**config.mk**
```make
export PLATFORM = sky130hd
export DESIGN_NAME = subtractor_serial
export DESIGN_NICKNAME = d
export VERILOG_FILES = /design/src/rtl/subtractor_serial.sv
export SDC_FILE = /design/constraint.sdc
export NUM_CORES = 1
export LEC_CHECK = 0
export CAP_MARGIN = 20
export CORE_AREA = 5 5 56 58
export CTS_BUF_LIST = sky130_fd_sc_hd__clkbuf_4
export CTS_CLUSTER_SIZE = 40
export DETAILED_ROUTE_END_ITERATION = 10
export DIE_AREA = 0 0 61 63
export PLACE_DENSITY = 0.92
export SYNTH_ARGS = -nofsm -noshare
export SYNTH_HDL_FRONTEND = slang
export SYNTH_SLANG_ARGS = --single-unit
```
**constraint.sdc**
```tcl
create_clock -name clk -period 2.89 [get_ports clk]
set_input_delay 0.578 -clock clk [delete_from_list [all_inputs] [get_ports clk]]
set_output_delay 0.578 -clock clk [all_outputs]
set_load 0.03 [all_outputs]
```
**src/rtl/subtractor_serial.sv**
```systemverilog
// Bit-serial subtractor: diff = a - b - bin, one bit per clock LSB first; result valid WIDTH cycles after accept.
// Backpressure: result is held in DONE until out_ready; no new operand set is accepted until the result is taken.
module subtractor_serial #(
    parameter int WIDTH = 8
) (
    input  logic             clk,
    input  logic             rst_n,
    input  logic             in_valid,
    output logic             in_ready,
    input  logic [WIDTH-1:0] din_one,
    input  logic [WIDTH-1:0] din_two,
    input  logic             bin,
    output logic             out_valid,
    input  logic             out_ready,
    output logic [WIDTH-1:0] diff,
    output logic             bout
);

    localparam int CW = (WIDTH > 1) ? $clog2(WIDTH) : 1;

    typedef enum logic [1:0] {
        IDLE = 2'd0,
        CALC = 2'd1,
        DONE = 2'd2
    } state_t;

    state_t           state;
    logic [WIDTH-1:0] a_sh;
    logic [WIDTH-1:0] b_sh;
    logic [WIDTH-1:0] diff_q;
    logic             br;
    logic [CW-1:0]    cnt;

    logic a_bit;
    logic b_bit;
    logic d_bit;
    logic br_nxt;

    // Single full-subtractor cell fed from the LSB of each operand shift register.
    always_comb begin
        a_bit  = a_sh[0];
        b_bit  = b_sh[0];
        d_bit  = a_bit ^ b_bit ^ br;
        br_nxt = (~a_bit & b_bit) | (~(a_bit ^ b_bit) & br);
    end

    always_ff @(posedge clk) begin
        if (!rst_n) begin
            state  <= IDLE;
            a_sh   <= '0;
            b_sh   <= '0;
            diff_q <= '0;
            br     <= 1'b0;
            cnt    <= '0;
        end else begin
            case (state)
                IDLE: begin
                    if (in_valid) begin
                        a_sh  <= din_one;
                        b_sh  <= din_two;
                        br    <= bin;
                        cnt   <= '0;
                        state <= CALC;
                    end
                end
                CALC: begin
                    a_sh   <= a_sh >> 1;
                    b_sh   <= b_sh >> 1;
                    // Result bits enter at the MSB and walk down; after WIDTH shifts bit 0 sits at the LSB.
                    diff_q <= {d_bit, diff_q[WIDTH-1:1]};
                    br     <= br_nxt;
                    cnt    <= cnt + 1'b1;
                    if (cnt == CW'(WIDTH - 1)) begin
                        state <= DONE;
                    end
                end
                DONE: begin
                    if (out_ready) begin
                        state <= IDLE;
                    end
                end
                default: state <= IDLE;
            endcase
        end
    end

    assign in_ready  = (state == IDLE);
    assign out_valid = (state == DONE);
    assign diff      = diff_q;
    assign bout      = br;

endmodule

```
==> results by group, run 1 <==
Run status
  – Outcome: finished clean

Floorplan
  – Die area: 3840 um^2
  – Chip height: 63 um
  – Core footprint: 2620 um^2
  – Initial Utilization: 51.1%
  – Cell Rows: 19
  – Die width: 61 um
  – IO Pins: 32

Cells and area
  – Antenna Cells: 0
  – Layout Area Growth over Synthesis: 25.8%
  – Most frequent cells in the layout: clkdlybuf4s50_1 (31), dfxtp_1 (30), nor2_1 (28)
  – Fill cells: 232
  – Post-layout util: 64.2%
  – Share of layout cells above drive strength 1: 11.8%
  – Commonest non-fill, non-tap cell in the layout: clkdlybuf4s50_1
  – Nets: 193

Hold path
  – Hold EP: diff[3]$_SDFFE_PN0N_
  – Hold Crit Class: reg2reg
  – Hold wc startpoint: diff[4]$_SDFFE_PN0N_
  – Worst hold stages: 2

Synth
  – Warnings, synthesis: 0
  – Post-Syn Nets: 164
  – Asr flop ratio synth: 0%
  – Register area share after synthesis: 45.0%
  – #FFs+latches synth: 30
  – Leading register cell type out of synthesis: dfxtp_1
  – Netlist Area Pre-Place: 1340 um^2
  – Number of synthesized flops with an enable pin: 0
  – Mapped Cells: 140
  – Syn_area_per_cell: 9.54 um^2
  – Synth cell types: 26

Power
  – IR drop worst, VDD: 457 uV
  – LEAKAGE: 0.609 nW
  – Cell area power density: 495 nW/um^2

Critical path
  – Startpoint types: flip-flop
  – RR Endpoint: b_sh[4]$_SDFFE_PN0P_
  – Worst endpoint required time: 2310 ps
  – Family with the most delay on the worst path: buffers and inverters
  – Crit path max-delay cell type: clkdlybuf4s50_1
  – Bufs and invs on worst path: 1
  – CP max stage delay: 690 ps
  – Crit Path Class: reg2out
  – Reg2Reg Depth: 4
  – Critical-path cell list: nor2b_1 > clkdlybuf4s50_1
  – Crit Path Max Fanout: 12
  – Critical Path AT: 1740 ps
  – Nature of the critical path endpoint: output pin
  – R2r startpoint: state[1]$_SDFFE_PN0P_
  – R2r setup slk: 1140 ps

GRT
  – Largest net degree at the start of global routing: 18
  – First-pass GRT wire length: 4.55 mm
  – GRT Residual Overflow: 0
  – Vias in the first global route: 1033
  – Total GRT Usage: 15.8%
  – Initial antenna violation count: 0

Drt
  – DRT iter0 DRCs: 28
  – Routed vias: 1077
  – DR DRC count: 0
  – Drt pass-1 iters: 4
  – Wire length per cell: 13.4 um
  – Via density: 5.36
  – Post-route antenna net violation count: 0
  – Final WL: 2.69 mm

CTS
  – # hold bufs at CTS: 0
  – Clk_lat worst skew: 330 ps
  – TritonCTS Sinks: 30
  – Bufs on Longest Clock Path: 2
  – Post-CTS Resized: 0
  – Clock transition at the registers of the reported paths: 100 ps
  – CTS tree: built
  – Buffers inserted by post-CTS timing repair: 0
  – Cts bufs inserted: 5
  – H-tree levels: 2
  – Clock root buffer master: clkbuf_4

STA
  – Setup TNS Final: 0 ps
  – Max transition margin: 52.4%
  – Final Hold Viols: 0
  – Clock Skew: 7.65 ps
  – RSZ-0062 raised after global routing: false
  – Fin crit share: 80.3%
  – Slew at the pin with the worst max-slew slack: 712 ps
  – Fmax: 0.431 GHz
  – Post-route minimum period: 2320 ps
  – # setup viols final: 0
  – Max-slew violation count: 0

Place
  – Final GP Congestion: 0.718
  – I/O Buffers: 31
  – Post-detail-place hpwl: 1.85 mm

Job
  – Maxcap violations: 0
-- power by group --
group / switching, W / total [W] / internal, W
clock network: 0.000141 / 0.000242 / 0.000101
registers: 0.0000172 / 0.000456 / 0.000438
logic: 0.0000674 / 0.000134 / 0.0000667
-- layer usage --
metal  GRT usage [%]  share of wire (%)  up-vias
met4            5.69                1.6        0
met2            23.8                 48       29
met5               0                  0        -
met1            19.7                 44      500
met3            6.61                6.9        5
li1                -                  -      543
-- through the flow --
step / cells / cell area [um^2] / hold slack, ps / total power, W / setup slack, ps
after detailed placement: 193 / 1630 / 464 / 0.000598 / 533
after CTS: 201 / 1680 / 484 / 0.000841 / 551
after global routing: 201 / 1680 / 506 / 0.000876 / 466
after global placement: 193 / 1630 / 449 / 0.000593 / 613
final: 201 / 1680 / 476 / 0.000831 / 570
after floorplan: 140 / 1340 / 441 / 0.000551 / 1340
-- worst max-delay path by stage --
| stage | start | end | slack, ps | depth (start not counted) |
|---|---|---|---|---|
| after floorplan | state[1]$_SDFFE_PN0P_ | out_valid | 1340 | 2 |
| after global placement | in_valid | a_sh[1]$_SDFFE_PN0P_ | 610 | 4 |
| after detailed placement | in_valid | bout$_SDFFE_PN0P_ | 530 | 4 |
| after CTS | state[1]$_SDFFE_PN0P_ | out_valid | 550 | 2 |
| after global routing | state[1]$_SDFFE_PN0P_ | out_valid | 470 | 2 |
| final | state[1]$_SDFFE_PN0P_ | out_valid | 570 | 2 |
-- state kept, by name (all words and copies together) (netlist names) --
name and flops:
a_sh 8, cnt 3, state 2, diff 8, bout 1, b_sh 8
-- cell type report --
class / instances / area, um^2 / area share [%]
flip-flops and latches: 30 / 601 / 35.8
clock inverters: 2 / 8.76 / 0.522
inverters: 5 / 18.8 / 1.12
multi-input cells: 94 / 642 / 38.2
well taps: 31 / 38.8 / 2.31
repair buffers: 33 / 325 / 19.4
clock buffers: 6 / 45.0 / 2.68
-- synth_stat cells (2+ instances only) --
cell type  number  area share (%)
a21boi_0       10             5.6
a21oi_1         2            0.75
a22oi_1         3             1.7
buf_2           4             1.5
clkbuf_1        4             1.1
dfxtp_1        30              45
ha_1            2             1.9
inv_1           5             1.4
mux2i_1         2             1.5
nand2_1        16             4.5
nand4bb_1       2             1.7
nor2_1         28             7.9
nor2b_1         5             2.3
o21ai_0         2            0.75
o221ai_1        5             3.3
o221ai_2       10              11
-- worst reg2reg max path, cell delays in order, from the launching register on --
cell and delay, ps:
dfxtp_1 510, nand2b_1 620, buf_4 320, o221ai_2 120, nor2_1 130
-- logic make-up (layout without fill, tap and decap cells) --
group	Yosys count	after routing	share of synthesized area, %
simple gates	55	55	18.6
mux	2	2	1.50
flops	30	30	45.0
buf+inv	16	46	6.94
compound gates	34	34	24.6
fa+ha+maj	3	3	3.37
No activity file was read; power rests on OpenSTA's default activity.
==> run 2, diff against run 1 <==
Settings changed: CORE_AREA 5 5 56 58 to 5 5 60 62, DIE_AREA 0 0 61 63 to 0 0 65 67, PLACE_DENSITY 0.92 to 0.84.
Clock period 2.89 ns to 1.9 ns, I/O delays scaled along.
==> run 2 against run 1 <==
  * Sequential power grew 51%
  * Non-clock buffer count grew 5
  * Combinational power grew 60%
  * Sequential cell count is the same
  * First-iteration DRC count grew 150%
  * Critical endpoint unchanged
  * Worst setup slack lost 440 ps
  * Count of clock-buffer cells in the layout shrank 1
  * Register-to-register slack lost 680 ps
  * Core utilization shrank 6.4 points
  * Final area grew 2.5%
  * Final cell count grew 3.5%
  * Wire length grew 1.6%
==> results by group, run 2 (same netlist as run 1, synthesis figures left out) <==
Run status
  – Outcome: finished clean

Critical path
  – Crit Path Max Fanout: 8
  – Worst endpoint required time: 1520 ps
  – Bufs and invs on worst path: 1
  – Critical-path cell list: nor2b_1 > dlygate4sd2_1
  – Family with the most delay on the worst path: flip-flops
  – Critical Path AT: 1390 ps
  – CP max stage delay: 460 ps
  – Crit path max-delay cell type: dfxtp_1
  – Startpoint types: flip-flop
  – Nature of the critical path endpoint: output pin
  – Crit Path Class: reg2out

Power
  – Cell area power density: 733 nW/um^2
  – LEAKAGE: 0.641 nW
  – IR drop worst, VDD: 451 uV

Floorplan
  – Die width: 65 um
  – Core footprint: 2980 um^2
  – Cell Rows: 20
  – Chip height: 67 um
  – Die area: 4360 um^2
  – IO Pins: 32
  – Initial Utilization: 44.8%

STA
  – Max transition margin: 78.7%
  – Final Hold Viols: 0
  – Slew at the pin with the worst max-slew slack: 320 ps
  – Setup TNS Final: 0 ps
  – Fmax: 0.564 GHz
  – Fin crit share: 93.3%
  – RSZ-0062 raised after global routing: false
  – # setup viols final: 0
  – Max-slew violation count: 0
  – Post-route minimum period: 1770 ps
  – Clock Skew: 9.10 ps

Drt
  – DR DRC count: 0
  – Final WL: 2.73 mm
  – Wire length per cell: 13.1 um
  – Routed vias: 1104
  – Via density: 5.31
  – Drt pass-1 iters: 4
  – DRT iter0 DRCs: 69
  – Post-route antenna net violation count: 0

CTS
  – H-tree levels: 2
  – Buffers inserted by post-CTS timing repair: 0
  – Clk_lat worst skew: 320 ps
  – TritonCTS Sinks: 30
  – CTS tree: built
  – # hold bufs at CTS: 0
  – Clock transition at the registers of the reported paths: 90 ps
  – Bufs on Longest Clock Path: 2
  – Clock root buffer master: clkbuf_4
  – Cts bufs inserted: 5

Hold path
  – Hold Crit Class: reg2reg

Place
  – Post-detail-place hpwl: 1.91 mm
  – DP Area: 1670 um^2
  – I/O Buffers: 31
  – Final GP Congestion: 0.751

GRT
  – GRT Residual Overflow: 0
  – Largest net degree at the start of global routing: 31
  – Initial antenna violation count: 0
  – First-pass GRT wire length: 4.54 mm
  – Total GRT Usage: 13.4%
  – Vias in the first global route: 1067

Cells and area
  – Fill cells: 259
  – Commonest non-fill, non-tap cell in the layout: dfxtp_1
  – Nets: 198
  – Share of layout cells above drive strength 1: 14.3%
  – Layout Area Growth over Synthesis: 28.9%
  – Most frequent cells in the layout: dfxtp_1 (30), clkdlybuf4s50_1 (29), nor2_1 (28)
  – Final instance area: 1720 um^2
  – Antenna Cells: 0
  – Post-layout util: 57.8%

Job
  – Maxcap violations: 0
[run 2: cell type report]
cell class	instances	area [um^2]	share of cell area, %
clock inverter	3	16.3	0.945
tap	33	41.3	2.40
clock buffer	5	37.5	2.18
inverter	5	18.8	1.09
timing repair buffer	38	364	21.2
sequential	30	601	34.9
multi-input combinational	94	642	37.3
[run 2: final timing paths]
path	start	endpoint	slack, ps	depth (start not counted)
hold reg to reg	diff[0]$_SDFFE_PN0N_	diff[0]$_SDFFE_PN0N_	460	2
setup / recovery	state[1]$_SDFFE_PN0P_	out_valid	130	2
setup reg to reg	state[0]$_SDFFE_PN0P_	b_sh[0]$_SDFFE_PN0P_	460	5
hold / removal	diff[0]$_SDFFE_PN0N_	diff[0]$_SDFFE_PN0N_	460	2
[run 2: metal layers]
metal / global-route usage, % / part of all wire, % / vias to the layer above
met2: 24.3 / 50 / 31
met1: 14.5 / 42 / 515
met5: 0 / 0 / -
met4: 5.80 / 0.66 / 0
li1: - / - / 554
met3: 3.71 / 6.9 / 4
[run 2: timing repair]
action / in CTS / in global routing
endpoints found under the setup margin: 1 / 1
hold endpoints to repair: 0 / 0
gates resized for setup: 1 / 1
[run 2: worst min-delay path: stages (launching register included)]
cell and delay [ps]:
dfxtp_1 320, nand2_1 40, a21boi_0 60
[run 2: through the flow]
step | total power, W | hold slack [ps] | instances | setup slack, ps
after global routing | 0.00132 | 496 | 208 | 34.2
after CTS | 0.00128 | 471 | 208 | 2.68
after detailed placement | 0.000919 | 459 | 200 | 112
after floorplan | 0.000838 | 441 | 140 | 545
final | 0.00126 | 465 | 208 | 128
after global placement | 0.000910 | 449 | 200 | 137
[run 2: where the power goes]
part           leakage [nW]  switching [W]  internal (W)
registers             0.247      0.0000234      0.000667
logic                 0.365       0.000106      0.000108
clock network        0.0286       0.000220      0.000137
